===== src/rtl/gpgpu_obi_pkg.sv =====
`default_nettype none
// ============================================================================
// Package     : gpgpu_obi_pkg
// Description : Shared OBI widths and the arbiter state type for the GPGPU
//               local memory subsystem.
// Revision    : 1.0 - initial release
// ============================================================================
package gpgpu_obi_pkg;

  localparam int OBI_ADDR_W = 32;
  localparam int OBI_DATA_W = 32;
  localparam int OBI_BE_W   = OBI_DATA_W / 8;

  typedef enum logic [0:0] {
    IDLE     = 1'b0,
    WAIT_RSP = 1'b1
  } arb_state_t;

endpackage : gpgpu_obi_pkg
`default_nettype wire


===== src/rtl/obi_rr_pick.sv =====
`default_nettype none
// ============================================================================
// Module      : obi_rr_pick
// Description : Combinational round-robin picker. Searches the request vector
//               starting one past rr_ptr_i, wrapping modulo NUM_PORTS.
// Ports       : req_i     - per-port request vector
//               rr_ptr_i  - index of the most recently granted port
//               winner_o  - index of the selected port (0 when none)
//               any_req_o - at least one request is pending
// Revision    : 1.0 - initial release
// ============================================================================
module obi_rr_pick #(
  parameter int NUM_PORTS = 4,
  parameter int IDX_W     = $clog2(NUM_PORTS)
) (
  input  logic [NUM_PORTS-1:0] req_i,
  input  logic [IDX_W-1:0]     rr_ptr_i,
  output logic [IDX_W-1:0]     winner_o,
  output logic                 any_req_o
);

  always_comb begin
    int idx;
    idx       = 0;
    winner_o  = '0;
    any_req_o = 1'b0;
    for (int k = 1; k <= NUM_PORTS; k++) begin
      // Explicit wrap so non-power-of-2 port counts rotate correctly.
      idx = int'(rr_ptr_i) + k;
      if (idx >= NUM_PORTS) begin
        idx = idx - NUM_PORTS;
      end
      if (!any_req_o && req_i[idx[IDX_W-1:0]]) begin
        winner_o  = idx[IDX_W-1:0];
        any_req_o = 1'b1;
      end
    end
  end

endmodule : obi_rr_pick
`default_nettype wire


===== src/rtl/obi_sram_arbiter.sv =====
`default_nettype none
// ============================================================================
// Module      : obi_sram_arbiter
// Description : Shares one single-port OBI SRAM among NUM_PORTS OBI masters.
//               Round-robin arbitration, one outstanding transaction in total,
//               response routed back to the owning master.
// Ports       : clk_i, rst_i       - clock, async active-high reset
//               m_req_i/we/be/addr/wdata - packed per-master request buses
//               m_gnt_o, m_rvalid_o      - per-master grant / response valid
//               m_rdata_o                - per-master read data lanes
//               s_req_o/we/be/addr/wdata - request towards the SRAM
//               s_gnt_i, s_rvalid_i, s_rdata_i - SRAM handshake and data
// Revision    : 1.0 - initial release
// ============================================================================
module obi_sram_arbiter
  import gpgpu_obi_pkg::*;
#(
  parameter int NUM_PORTS = 4,
  parameter int ADDR_W    = OBI_ADDR_W,
  parameter int DATA_W    = OBI_DATA_W
) (
  input  logic                            clk_i,
  input  logic                            rst_i,
  input  logic [NUM_PORTS-1:0]            m_req_i,
  input  logic [NUM_PORTS-1:0]            m_we_i,
  input  logic [NUM_PORTS*(DATA_W/8)-1:0] m_be_i,
  input  logic [NUM_PORTS*ADDR_W-1:0]     m_addr_i,
  input  logic [NUM_PORTS*DATA_W-1:0]     m_wdata_i,
  output logic [NUM_PORTS-1:0]            m_gnt_o,
  output logic [NUM_PORTS-1:0]            m_rvalid_o,
  output logic [NUM_PORTS*DATA_W-1:0]     m_rdata_o,
  output logic                            s_req_o,
  output logic                            s_we_o,
  output logic [DATA_W/8-1:0]             s_be_o,
  output logic [ADDR_W-1:0]               s_addr_o,
  output logic [DATA_W-1:0]               s_wdata_o,
  input  logic                            s_gnt_i,
  input  logic                            s_rvalid_i,
  input  logic [DATA_W-1:0]               s_rdata_i
);

  localparam int BE_W  = DATA_W / 8;
  localparam int IDX_W = $clog2(NUM_PORTS);
  localparam logic [IDX_W-1:0] LAST_PORT = IDX_W'(NUM_PORTS - 1);

  arb_state_t       state_q, state_d;
  logic [IDX_W-1:0] owner_q, owner_d;
  logic [IDX_W-1:0] rr_ptr_q, rr_ptr_d;
  logic [IDX_W-1:0] winner;
  logic             any_req;
  logic [NUM_PORTS-1:0] rvalid_vec;

  logic [BE_W-1:0]   be_arr    [NUM_PORTS];
  logic [ADDR_W-1:0] addr_arr  [NUM_PORTS];
  logic [DATA_W-1:0] wdata_arr [NUM_PORTS];

  // Unpack request buses and build the zero-gated response lanes.
  generate
    for (genvar p = 0; p < NUM_PORTS; p++) begin : g_port
      assign be_arr[p]    = m_be_i[p*BE_W +: BE_W];
      assign addr_arr[p]  = m_addr_i[p*ADDR_W +: ADDR_W];
      assign wdata_arr[p] = m_wdata_i[p*DATA_W +: DATA_W];
      assign m_rdata_o[p*DATA_W +: DATA_W] = rvalid_vec[p] ? s_rdata_i : '0;
    end
  endgenerate

  assign m_rvalid_o = rvalid_vec;

  obi_rr_pick #(
    .NUM_PORTS (NUM_PORTS),
    .IDX_W     (IDX_W)
  ) u_pick (
    .req_i     (m_req_i),
    .rr_ptr_i  (rr_ptr_q),
    .winner_o  (winner),
    .any_req_o (any_req)
  );

  // Request mux / response demux. Everything is forced low while rst_i is
  // asserted so no master or the SRAM sees activity during reset.
  always_comb begin
    s_req_o    = 1'b0;
    s_we_o     = 1'b0;
    s_be_o     = '0;
    s_addr_o   = '0;
    s_wdata_o  = '0;
    m_gnt_o    = '0;
    rvalid_vec = '0;
    if (!rst_i) begin
      case (state_q)
        IDLE: begin
          if (any_req) begin
            s_req_o          = 1'b1;
            s_we_o           = m_we_i[winner];
            s_be_o           = be_arr[winner];
            s_addr_o         = addr_arr[winner];
            s_wdata_o        = wdata_arr[winner];
            m_gnt_o[winner]  = s_gnt_i;
          end
        end
        WAIT_RSP: begin
          // A response arriving while idle is illegal and simply not routed.
          if (s_rvalid_i) begin
            rvalid_vec[owner_q] = 1'b1;
          end
        end
        default: ;
      endcase
    end
  end

  always_comb begin
    state_d  = state_q;
    owner_d  = owner_q;
    rr_ptr_d = rr_ptr_q;
    case (state_q)
      IDLE: begin
        // Without a grant nothing is latched; the winner is re-picked.
        if (any_req && s_gnt_i) begin
          owner_d  = winner;
          rr_ptr_d = winner;
          state_d  = WAIT_RSP;
        end
      end
      WAIT_RSP: begin
        if (s_rvalid_i) begin
          state_d = IDLE;
        end
      end
      default: state_d = IDLE;
    endcase
  end

  // rr_ptr resets to the last port so port 0 wins the first arbitration.
  always_ff @(posedge clk_i or posedge rst_i) begin
    if (rst_i) begin
      state_q  <= IDLE;
      owner_q  <= '0;
      rr_ptr_q <= LAST_PORT;
    end else begin
      state_q  <= state_d;
      owner_q  <= owner_d;
      rr_ptr_q <= rr_ptr_d;
    end
  end

  a_no_rvalid_in_idle : assert property (
    @(posedge clk_i) disable iff (rst_i) !(state_q == IDLE && s_rvalid_i));

  a_gnt_onehot0 : assert property (
    @(posedge clk_i) disable iff (rst_i) $onehot0(m_gnt_o));

endmodule : obi_sram_arbiter
`default_nettype wire


===== config.mk =====
export PLATFORM = sky130hd
export DESIGN_NAME = obi_sram_arbiter
export DESIGN_NICKNAME = d
export VERILOG_FILES = /design/src/rtl/gpgpu_obi_pkg.sv /design/src/rtl/obi_rr_pick.sv /design/src/rtl/obi_sram_arbiter.sv
export SDC_FILE = /design/constraint.sdc
export NUM_CORES = 1
export LEC_CHECK = 0
export ABC_AREA = 1
export ABC_CLOCK_PERIOD_IN_PS = 2500
export CAP_MARGIN = 20
export CORE_AREA = 2 2 204 206
export DETAILED_ROUTE_END_ITERATION = 6
export DIE_AREA = 0 0 206 208
export SETUP_SLACK_MARGIN = 0.5
export SLEW_MARGIN = 30
export SYNTH_ARGS = -nofsm -noshare
export SYNTH_HDL_FRONTEND = slang
export SYNTH_SLANG_ARGS = --single-unit

===== constraint.sdc =====
create_clock -name clk_i -period 2.5 [get_ports clk_i]
set_clock_uncertainty 0.15 [all_clocks]
set_input_delay 0.5 -clock clk_i [delete_from_list [all_inputs] [get_ports clk_i]]
set_output_delay 0.5 -clock clk_i [all_outputs]
set_load 0.01 [all_outputs]

==> metrics <==
Final WS setup=-737.8 ps; Peak VDD IR=between 0.9 and 1 mV; core box area=40,550 µm²; post-DP HPWL=28.75 mm; status=finished with violations; number of cell rows=74; Sw Share=52.22%; clock power share=1.1%; yosys warns=0; Total GRT Usage=between 10% and 20%; adder-cell share of the synthesized area=0%; global route total overflow=0; first-pass GRT wire length=58.32 mm; CP Data Arrival Time=2590 ps; Final setup viols=about 130; Comb power frac=a little over nine tenths; met2 Usage GRT=33.88%; clock latency on the worst-skew pair=230 ps; Vias/cell=4.395; Final period util=129.5%; count of final hold-check violations=0; final instance area=approximately 13,000 µm²; initial antenna violation count=7; Required @ worst endpoint=1850 ps; DRT Pass-1 Iters=5; Worst-path clk slew=30 ps; Via Count=9,225; Final Critical Period=about 3200 ps; CTS tree=built; Leak=0.006060 µW; Total Nets Final=between 1,500 and 2,000; WL per Instance=20.67 µm; Die X=around 210 µm; Worst Hold Class=primary input to asynchronous set/reset pin; sw power=12,220 µW; max-slew violations=0; die area=42,850 µm²; violated checks=setup timing; CTS root buffer=clkbuf_16; Max Fanout on Critical Path=8; crit path kind=flip-flop to output port; Initial Utilization=about 11%; post-synthesis net count=between 1,000 and 1,500; drt first-iter violations=529; Global Route met3 Usage=2.898%; maximum number of pins on one net before global-route repair=39; layout cells sized above 1=31.84%; Worst Setup Start Kind=flip-flop; PortBufs=~520; syn avg cell area=4.536 µm²; number of buffers created by CTS=3; Max Root-Sink Buffers=2; Max Cap Viol=0; simple-gate share of the synthesized area=between 70 and 80%; final core occ=31.66%; Sink Count=5; dpl cell area=11,230 µm²; DIE HEIGHT=208 µm; CTS Hold Bufs=0; post-route ant nets=0; Synth Area in Compound Gates=under 10%; H-tree lvl count=1; actual slew at the worst max-slew pin=370.3 ps; RSZ-0062 raised after global routing=yes; register area share after synthesis=2.909%; Flop pwr share=0.8%; met1 capacity usage during global routing=between 20% and 30%; drt total wl=about 43 mm; DRC=0; Netlist cell types=22; f_max=~300 MHz; gpl congestion=0.8795; post-synthesis cell count=967; post-route insts no fill=2,099; CP endpoint kind=output port; largest family of logic cells by synthesized area=simple AND/OR/NAND/NOR gates; Yosys reg bits=5; synthesized-area fraction occupied by xor and xnor cells=0%; GR peak layer=met2; vias in the first global route=8,881; post-synthesis cell area=4387 µm²; worst rel slew slack=75.29%; placed insts=2,006; mux contribution to synthesized area=0%; layout overhead on the synthesized area=192.7%; total negative slack=-51,120 ps; Internal=11,180 µW; pwr dens=1822 nW/µm²; # IOs=522
==> power groups by stage <==
stage	Clock, µW	Sequential, µW	Combinational [µW]
after detailed placement	0	179	15900
after floorplan	0	156	9170
after global routing	278	194	24500
after CTS	268	186	21300
after global placement	0	177	15800
final	265	186	22900
==> cell usage after synthesis <==
cell	count	area, µm²
nand2_1	451	1693
nand4_1	138	863.3
nor2_1	133	499.2
a21oi_1	69	345.3
buf_2	62	310.3
inv_1	46	172.7
clkbuf_1	19	71.32
buf_6	10	112.6
nand3_1	10	50.05
o21ai_0	5	25.02
nor3_1	4	20.02
dfrtp_1	3	75.07
inv_2	3	11.26
nand3_2	3	30.03
buf_1	2	7.510
dfstp_2	2	52.55
nor2_2	2	12.51
buf_4	1	7.510
inv_4	1	6.260
nand2_2	1	6.260
nor3_2	1	10.01
o21ai_1	1	5.000
==> final cells by class <==
class / count / area, µm²
fillers: 4399 / 27710
repair buffers: 687 / 7472
multi-input cells: 818 / 4283
well taps: 532 / 665.6
inverters: 50 / 205.2
flip-flops and latches: 5 / 127.6
clock buffers: 4 / 78.83
diodes: 3 / 7.507
==> worst max-delay path, cell delays in order (launching register included) <==
cell and delay [ps]:
dfstp_2 610, buf_12 130, nand2_1 50, nand2_2 70, nand2_1 70, nand2_2 100
nand2_2 90, nand3_4 110, buf_12 150, bufbuf_16 270, buf_4 120, nand4_1 90
nand2_1 80, nand2_1 60, a21oi_2 200, buf_6 150
==> metal layers <==
| layer | wire length, µm | up-vias |
|---|---|---|
| li1 | - | 4354 |
| met1 | 16800 | 4280 |
| met2 | 21940 | 499 |
| met3 | 3210 | 86 |
| met4 | 1395 | 6 |
| met5 | 42 | - |
==> per-stage QoR <==
step / power [µW] / setup slack (ps) / hold WS [ps]
final: 23390 / -737.8 / 220.9
after global routing: 24960 / -867.8 / 232.6
after CTS: 21730 / -746.9 / 433.8
after detailed placement: 16060 / -1313 / 416.4
after global placement: 16010 / -1322 / 400.1
after floorplan: 9325 / -58.04 / 120.1
==> sequential cells by signal (all words and copies together) (netlist names) <==
name / cells
owner_q: 2
state_q: 1
rr_ptr_q: 2
==> timing repair <==
action                                 4_1_cts  5_1_grt
pin swaps                                   44       45
cloned                                      26       12
setup endpoints to repair                  211      211
gates resized for setup                    431      103
endpoints found under the hold margin        0        0
buffers inserted                            41        7
==> final timing paths <==
check                            start             to  slack, ps  cells after the start
setup / recovery           rr_ptr_q[0]  s_wdata_o[23]       -740                     15
hold / removal                   rst_i     owner_q[0]        220                      3
setup reg to reg           rr_ptr_q[0]     owner_q[0]        -80                     17
hold reg to reg             owner_q[0]     owner_q[0]        430                      2
max in group asynchronous        rst_i    rr_ptr_q[0]       1780                      3
min in group clk_i          s_rvalid_i        state_q        430                      2
==> cells in the final DEF (no fill, tap or decap), types with 14 or more instances in the layout <==
cell and n:
a21oi_2 67, buf_12 46, buf_16 28, buf_2 60, buf_4 69, buf_6 19
clkbuf_16 14, clkbuf_2 27, clkdlybuf4s50_1 383, dlygate4sd2_1 21, inv_1 41, nand2_1 396
nand2_2 50, nand4_1 138, nor2_1 65, nor2_2 66
==> kinds of logic (layout without fill, tap and decap cells) <==
logic type             Yosys count  in the layout
AOI/OAI and AO/OA               75             75
buffers and inverters          144            741
DFF                              5              5
other                            0              3
and+or+nand+nor                743            743
Note: power is estimated with default switching activity, not from simulation.
==> RTL edit: new RTL, same flow settings <==
Reset style: synchronous (`rst_i`), changed in one clocked block. Comments in the files are not updated.
--- a/src/rtl/obi_sram_arbiter.sv
+++ b/src/rtl/obi_sram_arbiter.sv
@@ -132,7 +132,7 @@
   end
 
   // rr_ptr resets to the last port so port 0 wins the first arbitration.
-  always_ff @(posedge clk_i or posedge rst_i) begin
+  always_ff @(posedge clk_i) begin
     if (rst_i) begin
       state_q  <= IDLE;
       owner_q  <= '0;
Function: same outputs for any inputs over 4 cycles, from zero or initial values and one cycle with rst_i high; that may be too few to reach the edited logic, so the function may still have changed.
==> RTL edit against the original RTL <==
  * The run still ends with negative setup slack left
  * Total power is 32% lower
  * First-iteration DRC count is 30% lower
  * Largest cell class unchanged
  * Cell count is 3.7% higher
  * Wire length is 3.3% higher
  * Hold slack better by 0.087 ns
  * Design area is 15% higher
  * Area after synthesis is 4.9% lower
  * Critical path type unchanged
  * Worst setup slack better by 0.19 ns
  * Sequential cell count stayed put
  * Critical endpoint is now s_wdata_o[27]
  * Synthesized cell count is 1.0% lower
==> RTL edit: results (changes against the original RTL) <==
- Status: complete, but fails checks
- Failing checks: negative setup slack
- Setup repair bufs after CTS: 52 (+27%)
- Number of diodes: 0 (-3)
- Met1 Wirelength: 17,690 um (+5.3%)
- Met1 usage: 0.2206 (+0.008376)
- Met3 wire len: 3023 um (-5.8%)
- Met2 routed WL: 22,530 um (+2.7%)
- P_int: 7912 uW (-29%)
- First-pass GRT wire length: 58,680 um (+0.62%)
- Fill count: 4,229 (-3.9%)
- Largest net degree at the start of global routing: 33 (-15%)
- Signal buffers share of area: 0.5609 (-0.02106)
- Antenna violations before repair: 1 (-6)
- Multi-input logic area: 0.005360 mm^2 (+25%)
- Worst Setup EP: s_wdata_o[27]
- GPL Wtd Cong: 0.8926 (+1.5%)
- Peak supply drop: 0.0005818 V (-39%)
- #MultiIn Comb: 820 (+0.24%)
- Post-synthesis net count: 1,273 (-0.78%)
- RR Endpoint: rr_ptr_q[1]
- Crit path from: rr_ptr_q[0]
- Peak fanout along the critical path: 7 (-1)
- Synth top area cells: nand2_1 (41%), nand3_1 (17%), nor2_1 (12%), a21oi_1 (8.4%), inv_1 (4.2%)
- GR Layer Usage met3: 0.02600 (-0.002976)
- Crit-path slowest cell: dfxtp_4
- Inverters: 53 (+6.0%)
- DR vias/cell: 4.233 (-3.7%)
- CP max stage delay: 0.39 ns (-0.22 ns)
- ClkCell Share: 0.005358 (-0.0007811)
- Final worst slack: -0.5525 ns (+0.1853 ns)
- Nets: 1,961 (+4.3%)
- Type of the worst min-delay path: primary input to flop
- Distinct cell type count after synthesis: 25 (+14%)
- Worst EP arrival: 2.40 ns (-0.19 ns)
- Vias in the first global route: 8,987 (+1.2%)
- Post-synthesis compound-gate area fraction: 0.09331 (+0.007742)
- Relative slew margins: 0.7481 (-0.004791)
- Reg2reg path depth: 15 (-2)
- Seq/Total Area, Yosys: 0.02400 (-0.005091)
- Top_reg_cell synth: dfxtp_1
- Ys async rst share: 0 (-1.000)
- Post-CTS Resized: 747 (+73%)
- CP top delay family: buffers and inverters
- Final setup fails: 74 (-44%)
- Static leakage power: 0.006953 uW (+15%)
- Layout cell share with drive strength beyond 1: 0.5262 (+0.2077)
- Worst-skew pair later-pin latency: 0.23 ns (about the same)
- Setup TNS: -34.79 ns (+16.33 ns)
- Mapped Cells: 957 (-1.0%)
- FF+latch area: 110.1 um^2 (-14%)
- GRT Util Overall: 0.1847 (+0.002412)
- DR WL/cell: 20.61 um (-0.33%)
- FF+latch count: 5 (unchanged)
[RTL edit: cell count changes after synthesis, moves of 3 or more]
cell	before	now
nand3_1	10	145
dfrtp_1	3	0
nand4_1	138	1
buf_2	62	35
o21ai_0	5	1
dfxtp_1	0	5
clkbuf_1	19	28
[RTL edit: through the flow]
step           hold WS [ns]  setup slack, ns  instance area [um^2]  cells  total power [uW]
2_1_floorplan        0.3644           0.1211                  5196    957              5343
3_3_place_gp         0.3173           -1.341                 11350   2010              9163
3_5_place_dp         0.3213           -1.301                 11350   2010              9210
4_1_cts              0.2995          -0.5156                 13540   2103             15090
5_1_grt              0.3023          -0.6588                 14710   2176             16870
6_report             0.3082          -0.5525                 14710   2176             15930
[RTL edit: power groups by stage]
stage | Combinational (uW) | Clock [uW] | Sequential, uW
2_1_floorplan | 5210 | 0 | 128
3_3_place_gp | 9020 | 0 | 140
3_5_place_dp | 9070 | 0 | 140
4_1_cts | 14700 | 273 | 138
5_1_grt | 16400 | 284 | 141
6_report | 15500 | 267 | 137
